`src/rtl/rgbw_pwm_gen.sv`:
```
// rgbw_pwm_gen: four-channel PWM generator for the RGBW lamp.
// Duty words are double-buffered (pending -> active) and committed only at a
// period boundary or on the IDLE->RUN transition, so outputs never glitch
// mid-period. The counter advances on the clk_half tick enable.
// Optional feature: define PWM_PHASE_STAGGER_EN to offset channel i's compare
// point by i*CH_STAGGER ticks, spreading the rising edges across the period.
module rgbw_pwm_gen #(
    parameter int WIDTH      = 8,
    parameter int CH_STAGGER = 64
) (
    input  logic             clk,
    input  logic             reset,
    input  logic             clk_half,
    input  logic             en,
    input  logic             load,
    input  logic [WIDTH-1:0] duty0,
    input  logic [WIDTH-1:0] duty1,
    input  logic [WIDTH-1:0] duty2,
    input  logic [WIDTH-1:0] duty3,
    output logic             d0,
    output logic             d1,
    output logic             d2,
    output logic             d3,
    output logic             period_start,
    output logic             pending
);

    typedef enum logic {
        IDLE,
        RUN
    } state_t;

    localparam logic [WIDTH-1:0] CNT_MAX = '1;

    state_t           state;
    logic [WIDTH-1:0] cnt;
    logic [WIDTH-1:0] active  [4];
    logic [WIDTH-1:0] pend    [4];
    logic [WIDTH-1:0] duty_in [4];
    logic [WIDTH-1:0] cmp_cnt [4];
    logic [3:0]       hit;
    logic [3:0]       dv;
    logic             wrap;
    logic             commit;

    assign d0 = dv[0];
    assign d1 = dv[1];
    assign d2 = dv[2];
    assign d3 = dv[3];

    // Gather the duty inputs and derive wrap / commit events.
    always_comb begin
        duty_in[0] = duty0;
        duty_in[1] = duty1;
        duty_in[2] = duty2;
        duty_in[3] = duty3;
        wrap   = (state == RUN) && en && clk_half && (cnt == CNT_MAX);
        commit = wrap || ((state == IDLE) && en);
    end

    // Per-channel compare value and next PWM level (full scale forces constant high).
    always_comb begin
        hit = '0;
        for (int unsigned i = 0; i < 4; i++) begin
`ifdef PWM_PHASE_STAGGER_EN
            cmp_cnt[i] = cnt + WIDTH'(i * unsigned'(CH_STAGGER));
`else
            cmp_cnt[i] = cnt;
`endif
            hit[i] = (active[i] == CNT_MAX) || (cmp_cnt[i] < active[i]);
        end
    end

    // State machine, counter, duty double-buffer and registered outputs.
    always_ff @(posedge clk) begin
        if (reset) begin
            state        <= IDLE;
            cnt          <= '0;
            pending      <= 1'b0;
            period_start <= 1'b0;
            dv           <= '0;
            for (int unsigned i = 0; i < 4; i++) begin
                active[i] <= '0;
                pend[i]   <= '0;
            end
        end else begin
            period_start <= wrap;

            // A load coinciding with a commit bypasses the pending stage.
            if (commit) begin
                pending <= 1'b0;
                for (int unsigned i = 0; i < 4; i++) begin
                    if (load) begin
                        pend[i]   <= duty_in[i];
                        active[i] <= duty_in[i];
                    end else if (pending) begin
                        active[i] <= pend[i];
                    end
                end
            end else if (load) begin
                pending <= 1'b1;
                for (int unsigned i = 0; i < 4; i++) begin
                    pend[i] <= duty_in[i];
                end
            end

            case (state)
                IDLE: begin
                    cnt <= '0;
                    dv  <= '0;
                    if (en) begin
                        state <= RUN;
                    end
                end
                RUN: begin
                    if (!en) begin
                        state <= IDLE;
                        cnt   <= '0;
                        dv    <= '0;
                    end else begin
                        dv <= hit;
                        if (clk_half) begin
                            cnt <= cnt + WIDTH'(1);
                        end
                    end
                end
                default: begin
                    state <= IDLE;
                    cnt   <= '0;
                    dv    <= '0;
                end
            endcase
        end
    end

endmodule

```
`config.mk`:
```
export PLATFORM = sky130hd
export DESIGN_NAME = rgbw_pwm_gen
export DESIGN_NICKNAME = d
export VERILOG_FILES = /design/src/rtl/rgbw_pwm_gen.sv
export SDC_FILE = /design/constraint.sdc
export NUM_CORES = 1
export LEC_CHECK = 0
export ABC_CLOCK_PERIOD_IN_PS = 7350
export BUFFER_PORTS_ARGS = -buffer_cell sky130_fd_sc_hd__buf_2
export CAP_MARGIN = 20
export CORE_AREA = 2 2 91 93
export DETAILED_ROUTE_END_ITERATION = 8
export DIE_AREA = 0 0 93 95
export MAX_ROUTING_LAYER = met4
export PLACE_DENSITY = 0.64
export SYNTH_ARGS = -nofsm -noshare
export SYNTH_HDL_FRONTEND = slang
export SYNTH_SLANG_ARGS = --single-unit
```
`constraint.sdc`:
```
create_clock -name clk -period 7.35 [get_ports clk]
set_clock_uncertainty 0.1 [all_clocks]
set_input_delay 0.735 -clock clk [delete_from_list [all_inputs] [get_ports clk]]
set_output_delay 0.735 -clock clk [all_outputs]
set_load 0.02 [all_outputs]
```
Word level (Yosys, flattened, before mapping)
Memories as Yosys holds them, arrays and structs flattened.
Index checks and enable logic that the tools add are counted.
W data, S select, Z words.
- add/sub/neg operators: 1
- $mul: 0
- div/mod/pow operators: 0
- $lt $le $gt $ge: 4
- equality and inequality tests: 6
- shifts and indexed selects: 0
- mux-type cells: 36
- bitwise gates (word level): 17
- reduce and logical (&&, ||, !) cells: 10
- operators by type and width (kind ; number):
    $mux W8 ; 18
    $eq A8 B8 Y1 const B ; 5
    $lt A8 B8 Y1 ; 4
    $or A1 B1 Y1 ; 16
    $pmux W8 S2 ; 1
    $mux W1 ; 15
    $add A8 B1 Y8 const B ; 1
    $pmux W4 S2 ; 1
    $logic_or A1 B1 Y1 ; 5
    $logic_and A1 B1 Y1 ; 4
    $mux W4 ; 1
    $ne A3 B3 Y1 const B ; 1
    $reduce_or A2 Y1 ; 1
    $not A1 Y1 ; 1
- register bits after elaboration: 15
- bits in latches: 0
- RAM bits: 64
- bits in read-only memories: 0
- bits of input ports: 37
- output and inout bits: 6
- word-level logic and storage cells: 81
- memories kept: 2
- memories (name ; depth ; bits a word ; read ports ; clocked after Yosys merged registers in ; write ports ; RTL line ; source):
    active ; 4 ; 8 ; 4 ; 0 ; 4 ; 37 ; logic [WIDTH-1:0] active [4];
    pend ; 4 ; 8 ; 4 ; 0 ; 4 ; 38 ; logic [WIDTH-1:0] pend [4];

Logic depth before layout (Yosys ltp)
Gate-level depths: netlist (run 1).
- depth after elaboration: 9
- mapped depth: 6
- depth with buffers taken out: 6

Worst setup path before layout (run 1)
Ideal clock, no wire load.
- path type: in2reg
- start: input clk_half
- end: memory active[0][0], enable pin
- setup time: 0.410 ns
- arrival time: 2.341 ns
- required time: 6.840 ns
- setup slack: 4.499 ns
- cell stages on the path: 4
- buffers on the path: 0
- cells stage by stage: nand4_4 > o21ai_2 > nand2_4 > o21bai_1
- RTL lines (what ; RTL line ; source):
    start: declaration ; 13 ; input logic clk_half,
    end: declaration ; 37 ;

==> impl_metrics.toml, run 1 <==
[outcome]
status = "finished clean"

[sta]
finalCriticalPeriod_ns = 2.53
hold_viol = 0
slew_viol_final = 0
worstMarginPinSlew_ns = 0.864
final-setup-viol-count = 0
setup_tns_ns = 0
relSlewSlack = 0.422
post-route-period-util = 0.345
max_clock_freq_mhz = 395
rsz0062_at_grt = "no"

[clocking]
cts_buffer_depth = 2
cts_resized = 0
cts.hold.buffers_added = 0
cts_num_sinks = 79
cts_buffers = 9
htree_levels = 3
post-cts-setup-buffers = 0
clock_latency_ns = 0.34
cts_tree = "done"
clk_pin_slew_ns = 0.08
ctsRootBufferMaster = "clkbuf_8"

[critical_path]
critical_path_class = "register to register"
end_kind = "register"
ff2ff_setup_slack_ns = 4.82
critPathRequiredTime_ns = 7.23
critPathLaunchType = "register"
worstPathArrival_ns = 2.41
slowest_stage = "o21bai_1"
crit_start = "cnt[1]$_SDFFE_PP0P_"
crit_chain = "ha_1, nand4_4, o21ai_2, nand2_4, o21bai_1"
slowest_delay_ns = 0.66
worstPathMaxFanout = 35
timing.rr.start = "cnt[1]$_SDFFE_PP0P_"

[cells_and_area]
regArea_um2 = 2220
fillCellCount = 735
drive_gt1_frac = 0.185
stdcell_count = 495
multi_input_area_um2 = 1430
area_delta_synth_final_pct = 14.0
fin_nets = 452
antennaDiodeCount = 0

[logic_synthesis]
ys_seq_elements = 79
ys_types = 35
yosysMostFrequentCell = "edfxtp_1"
synth_top_cell_by_area = "edfxtp_1"
syn_nets = 406
ys_seq_area_frac = 0.581
avgSynthCellArea_um2 = 11.2
synthArstFlopShare = 0
syn-cell-area_um2 = 3820
synth_enable_flop_cells = 64
yosys-top-cells-count = "64 x edfxtp_1, 48 x nor2_1, 41 x a21oi_1"
synth-main-ff-cell = "edfxtp_1"
synthCells = 340
synthTopCellsByArea = "edfxtp_1 50%, ha_1 9.5%, dfxtp_1 7.9%"
yosysWarnings = 0
synth_top_area_frac = 0.502

[global_route]
grt_pass1_wl_mm = 11.2
grt_usage = 0.170
grt_pass1_vias = 2277
antenna_found_initial = 0
overflow = 0
grt_max_degree = 36

[min_path]
worstHoldPathType = "register to register"
hold_start = "pend[3][7]$_DFFE_PP_"

[floorplan]
core-area_um2 = 7930
num_rows = 33
die_area_um2 = 8840
die_h_um = 95
die_w_um = 93
start_util = 0.482
num_io_pins = 43

[placed_design]
post-dp-hpwl_mm = 4.84
gp_congestion = 0.804
port_buffers = 42
placed_cells = 479

[route]
dr.pass1.iters = 4
drt-initial-drc-count = 57
drc = 0
vias = 2472
totalWireLength_mm = 6.65
wire_per_inst_um = 13.4
ant_nets = 0
via_per_inst = 4.99

[job]
max_cap_violations = 0

[power]
power_density_nw_per_um2 = 217
power_mw = 0.945
p_leak_nw = 1.80
max-vdd-ir-drop_mv = 0.111
## sequential cells by signal, indices dropped and copies added (netlist names)
name	cells
active	32
cnt	8
dv	4
pend	32
pending	1
period_start	1
state	1
## routing by layer
metal,global-route usage,wire [um],vias up
met5,-,0,-
met4,0.0686,114,0
met3,0.0375,236,10
met2,0.231,2840,48
met1,0.245,3460,1128
li1,-,-,1286
## where the power goes
group / internal, mW / switching (mW) / leakage [nW] / total, mW
clock network: 0.192 / 0.161 / 0.102 / 0.353
logic: 0.0270 / 0.0394 / 0.891 / 0.0665
registers: 0.514 / 0.0116 / 0.804 / 0.526
## worst paths after layout
path | endpoint | depth (start not counted)
hold / removal | active[3][7]$_DFFE_PP_ | 2
hold reg to reg | active[3][7]$_DFFE_PP_ | 2
setup / recovery | active[3][6]$_DFFE_PP_ | 5
setup reg to reg | active[3][6]$_DFFE_PP_ | 5
## per-stage QoR
stage / utilization / worst slack (ns) / instance area [um2] / hold slack [ns]
after floorplan: - / 4.50 / 3820 / 0.425
after global placement: 0.519 / 4.38 / 4110 / 0.443
after detailed placement: 0.521 / 4.40 / 4130 / 0.449
after CTS: 0.548 / 4.49 / 4340 / 0.472
after global routing: 0.550 / 4.57 / 4360 / 0.495
final: 0.550 / 4.82 / 4360 / 0.468
## critical path, delay by kind of cell, from the launching register on
family / cells / cell delay, ns
AOI/OAI and AO/OA: 2 / 0.89
adders and majority gates: 1 / 0.28
DFF: 1 / 0.51
and+or+nand+nor: 2 / 0.38
## cells by family (layout without fill, tap and decap cells)
| kind of cell | after synthesis | count (layout) | share of synthesized area |
|---|---|---|---|
| xor gates and xnor gates | 6 | 6 | 0.0137 |
| adders and majority gates | 29 | 29 | 0.0949 |
| buffers and inverters | 39 | 89 | 0.0455 |
| and+or+nand+nor | 120 | 120 | 0.167 |
| AOI/OAI and AO/OA | 66 | 66 | 0.0958 |
| DFF | 79 | 79 | 0.581 |
| muxes | 1 | 1 | 0.00262 |
## cell type report
type	count	share of cell area
Clock buffer	9	0.0284
Inverter	29	0.0250
Timing Repair Buffer	45	0.0568
Tap cell	105	0.0301
Clock inverter	6	0.0212
Sequential cell	79	0.510
Multi-Input combinational cell	222	0.329
## placed cells by master (no fill, tap or decap), types with 2 or more instances in the layout
cell	n
nor3_1	4
ha_1	29
nor2_1	48
bufinv_16	2
a211o_1	4
nand2_1	9
xor2_1	4
edfxtp_1	64
buf_2	42
nor2_2	2
inv_6	2
and2_2	3
o21ai_0	13
xnor2_1	2
clkbuf_8	9
inv_1	29
dfxtp_1	15
nand4_1	10
buf_8	2
and2_1	29
a21oi_1	41
o31ai_1	4
nand3_1	2
nor3b_1	4
clkinvlp_4	2
(Power assumes the default switching activity.)
==> run 2, diff against run 1 <==
--- a/config.mk
+++ b/config.mk
@@ -5,14 +5,14 @@
 export SDC_FILE = /design/constraint.sdc
 export NUM_CORES = 1
 export LEC_CHECK = 0
-export ABC_CLOCK_PERIOD_IN_PS = 7350
+export ABC_CLOCK_PERIOD_IN_PS = 2100
 export BUFFER_PORTS_ARGS = -buffer_cell sky130_fd_sc_hd__buf_2
 export CAP_MARGIN = 20
 export CORE_AREA = 2 2 91 93
 export DETAILED_ROUTE_END_ITERATION = 8
 export DIE_AREA = 0 0 93 95
 export MAX_ROUTING_LAYER = met4
-export PLACE_DENSITY = 0.64
+export PLACE_DENSITY = 0.67
 export SYNTH_ARGS = -nofsm -noshare
 export SYNTH_HDL_FRONTEND = slang
 export SYNTH_SLANG_ARGS = --single-unit
==> constraint.sdc (replaced) <==
create_clock -name clk -period 2.1 [get_ports clk]
set_clock_uncertainty 0.1 [all_clocks]
set_input_delay 0.21 -clock clk [delete_from_list [all_inputs] [get_ports clk]]
set_output_delay 0.21 -clock clk [all_outputs]
set_load 0.02 [all_outputs]
==> impl_metrics.toml, run 2 (synthesis results as in run 1) <==
[clocking]
cts_num_sinks = 79
htree_levels = 3
clk_pin_slew_ns = 0.09
clock_latency_ns = 0.35
cts_buffer_depth = 2
post-cts-setup-buffers = 0
ctsRootBufferMaster = "clkbuf_8"
cts.hold.buffers_added = 0
cts_buffers = 9
cts_tree = "done"
cts_resized = 0

[route]
drt-initial-drc-count = 116
totalWireLength_mm = 6.54
wire_per_inst_um = 13.0
m1WireLength_mm = 3.24
route.met2.wl_mm = 2.89
ant_nets = 0
highest_layer = "met4"
vias = 2536
via_per_inst = 5.04
dr.pass1.iters = 4
drc = 0
wl_met3_um = 208

[global_route]
overflow = 0
grt_usage = 0.169
antenna_found_initial = 0
grt_pass1_wl_mm = 11.1
grt_max_degree = 34
grt_pass1_vias = 2409

[placed_design]
post-dp-hpwl_mm = 4.83
gp_congestion = 0.792
pre_cts_ws_ns = 0.215
port_buffers = 42

[floorplan]
num_io_pins = 43
die_h_um = 95
start_util = 0.482
num_rows = 33
die_w_um = 93
die_area_um2 = 8840
core-area_um2 = 7930

[min_path]
hold_depth = 2
worstHoldPathType = "input pin to register"

[power]
power_density_nw_per_um2 = 777
max-vdd-ir-drop_mv = 0.527
p_leak_nw = 1.85
power_mw = 3.46

[outcome]
status = "finished clean"

[critical_path]
critical_path_class = "register to register"
worstPathArrival_ns = 1.85
critPathLaunchType = "register"
worstRegToRegCells = 6
critPathRequiredTime_ns = 2.05
end_kind = "register"
worstPathMaxFanout = 24

[sta]
hold_viol = 0
max_clock_freq_mhz = 527
relSlewSlack = 0.411
fin_ws_ns = 0.203
slew_viol_final = 0
post-route-period-util = 0.903
setup_tns_ns = 0
final-setup-viol-count = 0
finalCriticalPeriod_ns = 1.90
rsz0062_at_grt = "no"
worstMarginPinSlew_ns = 0.880

[cells_and_area]
drive_gt1_frac = 0.198
fin_nets = 459
reg_top3 = "active: 32 flops, pend: 32 flops, cnt: 8 flops"
fin_util = 0.561
final_common_cell = "edfxtp_1"
area_delta_synth_final_pct = 16.2
final_cell_mix = "64 x edfxtp_1, 48 x nor2_1, 42 x buf_2"
antennaDiodeCount = 0

[job]
max_cap_violations = 0
[run 2: changes by cell type in the layout (fill, tap and decap cells not counted), sizes merged]
| cell | delta |
|---|---|
| clkbuf | +1 |
| clkinvlp | -1 |
| bufinv | +1 |
| buf | +7 |
[run 2: final cells by class]
cell class | instances | area [um2]
Sequential cell | 79 | 2220
Clock buffer | 10 | 128
Fill cell | 688 | 3480
Timing Repair Buffer | 52 | 298
Inverter | 29 | 109
Clock inverter | 6 | 118
Multi-Input combinational cell | 222 | 1440
Tap cell | 105 | 131
[run 2: metal layers]
layer  vias up  GRT usage
met5         -          -
met4         0     0.0858
met3        17     0.0423
met2        47      0.252
met1      1169      0.216
li1       1303          -
[run 2: report_power, final]
| group | internal [mW] | total (mW) | switching (mW) | leakage [nW] |
|---|---|---|---|---|
| Sequential | 1.80 | 1.84 | 0.0399 | 0.804 |
| Combinational | 0.100 | 0.241 | 0.141 | 0.929 |
| Clock | 0.803 | 1.38 | 0.573 | 0.119 |
| Total | 2.70 | 3.46 | 0.754 | 1.85 |
[run 2: final timing paths]
path,start,end,slack [ns]
setup / recovery,cnt[1]$_SDFFE_PP0P_,active[1][3]$_SDFFCE_PN0P_,0.20
setup reg to reg,cnt[1]$_SDFFE_PP0P_,active[1][3]$_SDFFCE_PN0P_,0.20
hold reg to reg,cnt[2]$_SDFFE_PP0P_,period_start$_SDFF_PP0_,0.44
hold / removal,duty2[7],pend[2][7]$_DFFE_PP_,0.06
[run 2: critical path: stages, from the launching register on]
cell	delay, ns
dfxtp_1	0.47
ha_1	0.26
nand4_4	0.14
o21ai_2	0.20
nand2_4	0.08
o21bai_4	0.15
buf_12	0.19
[run 2: through the flow]
stage | area (um2) | cells | hold slack [ns]
2_1_floorplan | 3840 | 340 | 0.247
3_3_place_gp | 4200 | 487 | 0.422
3_5_place_dp | 4200 | 487 | 0.422
4_1_cts | 4450 | 503 | 0.0390
5_1_grt | 4450 | 503 | 0.0501
6_report | 4450 | 503 | 0.0583
==> run 3, diff against run 2 <==
--- a/config.mk
+++ b/config.mk
@@ -11,6 +11,7 @@
 export CORE_AREA = 2 2 91 93
 export DETAILED_ROUTE_END_ITERATION = 8
 export DIE_AREA = 0 0 93 95
+export HOLD_SLACK_MARGIN = 0.15
 export MAX_ROUTING_LAYER = met4
 export PLACE_DENSITY = 0.67
 export SYNTH_ARGS = -nofsm -noshare
==> impl_metrics.toml, run 3 (synthesis results as in run 1) <==
[global_route]
grt_usage = 0.188
overflow = 0
grt_max_degree = 34
antenna_found_initial = 0
grt_pass1_vias = 2655
grt_pass1_wl_mm = 12.3

[floorplan]
core-area_um2 = 7930
start_util = 0.482
die_area_um2 = 8840
die_w_um = 93
num_rows = 33
num_io_pins = 43
die_h_um = 95

[critical_path]
worstPathMaxFanout = 24
crit_buf_inv = 1
cp_top_family = "flip-flops"
critPathRequiredTime_ns = 2.06
timing.rr.start = "cnt[0]$_SDFFE_PP0P_"
slowest_stage = "dfxtp_1"
slowest_delay_ns = 0.47
worstRegToRegCells = 6
critPathLaunchType = "register"
worstPathArrival_ns = 1.84
ff2ff_setup_slack_ns = 0.22
crit_chain = "ha_1, nand4_4, o21ai_2, nand2_4, o21bai_4, buf_12"
critical_path_class = "register to register"
end_kind = "register"
r2r-end = "active[0][6]$_SDFFCE_PN0P_"

[clocking]
post-cts-setup-buffers = 0
cts_tree = "done"
ctsRootBufferMaster = "clkbuf_8"
cts_buffers = 9
cts.hold.buffers_added = 35
clock_latency_ns = 0.36
clk_pin_slew_ns = 0.08
cts_num_sinks = 79
cts_resized = 0
htree_levels = 3
cts_buffer_depth = 2

[route]
via_per_inst = 4.96
vias = 2667
totalWireLength_mm = 7.26
ant_nets = 0
drc = 0
dr.pass1.iters = 4
drt-initial-drc-count = 125
wire_per_inst_um = 13.5

[cells_and_area]
final_common_cell = "edfxtp_1"
final_cell_mix = "64 x edfxtp_1, 48 x nor2_1, 42 x buf_2"
reg_top3 = "active: 32 flops, pend: 32 flops, cnt: 8 flops"
fillCellCount = 644
area_delta_synth_final_pct = 25.4
drive_gt1_frac = 0.182
fin_nets = 494
final_area_um2 = 4800
antennaDiodeCount = 0

[sta]
final-setup-viol-count = 0
hold_viol = 0
relSlewSlack = 0.361
slew_viol_final = 0
max_clock_freq_mhz = 531
post-route-period-util = 0.896
finalCriticalPeriod_ns = 1.88
worstMarginPinSlew_ns = 0.954
setup_tns_ns = 0
rsz0062_at_grt = "no"
hold-worst-slack_ns = 0.313

[power]
p_sw_mw = 0.774
p_int_mw = 2.74
power_switching_share = 0.220
p_leak_nw = 2.00
power_density_nw_per_um2 = 734
seq_power_share = 0.523
power_frac_comb = 0.084
pwr-share-clk = 0.393
max-vdd-ir-drop_mv = 0.540

[placed_design]
placed_area_um2 = 4200
gp_congestion = 0.792
port_buffers = 42
post-dp-hpwl_mm = 4.83

[min_path]
holdPathEnd = "active[3][4]$_DFFE_PP_"
hold_start = "reset"
worstHoldPathType = "input pin to register"
hold_depth = 3

[job]
max_cap_violations = 0

[outcome]
status = "finished clean"
run 3: worst reg2reg max path: cells and delay by family (launching register included):
kind	cells	cell delay, ns
DFF	1	0.47
AOI/OAI and AO/OA	2	0.35
adders and majority gates	1	0.26
and+or+nand+nor	2	0.22
buffers and inverters	1	0.19
run 3: power groups by stage:
stage	clock (mW)	combinational (mW)	sequential [mW]
6_report	1.38	0.296	1.84
5_1_grt	1.48	0.336	1.85
4_1_cts	1.40	0.294	1.84
3_5_place_dp	0	0.244	1.88
3_3_place_gp	0	0.237	1.87
2_1_floorplan	0	0.160	1.87
run 3: layer usage:
layer  part of all wire  up-vias  GRT usage  wire length [um]
li1                   -     1376          -                 -
met1               0.47     1222      0.235              3420
met2               0.48       54      0.298              3450
met3              0.034       15     0.0407               247
met4              0.020        0     0.0809               144
met5                  0        -          -                 0
run 3: layout make-up:
type	count	area [um2]	share of cell area
Timing Repair Buffer	87	648	0.135
Clock inverter	6	118	0.0245
Inverter	29	109	0.0227
Multi-Input combinational cell	222	1440	0.300
Sequential cell	79	2220	0.463
Tap cell	105	131	0.0274
Clock buffer	10	128	0.0266
run 3: how the worst max path moves through the flow:
| stage | start | end | slack (ns) | depth (start not counted) |
|---|---|---|---|---|
| after global routing | cnt[0]$_SDFFE_PP0P_ | active[3][3]$_DFFE_PP_ | 0.1 | 6 |
| after CTS | cnt[0]$_SDFFE_PP0P_ | active[1][7]$_SDFFCE_PN0P_ | 0.20 | 6 |
| after global placement | cnt[0]$_SDFFE_PP0P_ | active[0][1]$_SDFFCE_PN0P_ | 0.25 | 6 |
| final | cnt[0]$_SDFFE_PP0P_ | active[0][6]$_SDFFCE_PN0P_ | 0.22 | 6 |
| after detailed placement | cnt[0]$_SDFFE_PP0P_ | active[0][1]$_SDFFCE_PN0P_ | 0.21 | 6 |
| after floorplan | cnt[1]$_SDFFE_PP0P_ | active[3][0]$_DFFE_PP_ | 0.08 | 5 |
run 3: through the flow:
step           worst slack (ns)  power (mW)  std cells  utilization
2_1_floorplan            0.0842        2.03        340            -
3_3_place_gp              0.248        2.11        487        0.530
3_5_place_dp              0.215        2.12        487        0.530
4_1_cts                   0.202        3.54        538        0.605
5_1_grt                  0.0953        3.66        538        0.605
6_report                  0.218        3.52        538        0.605
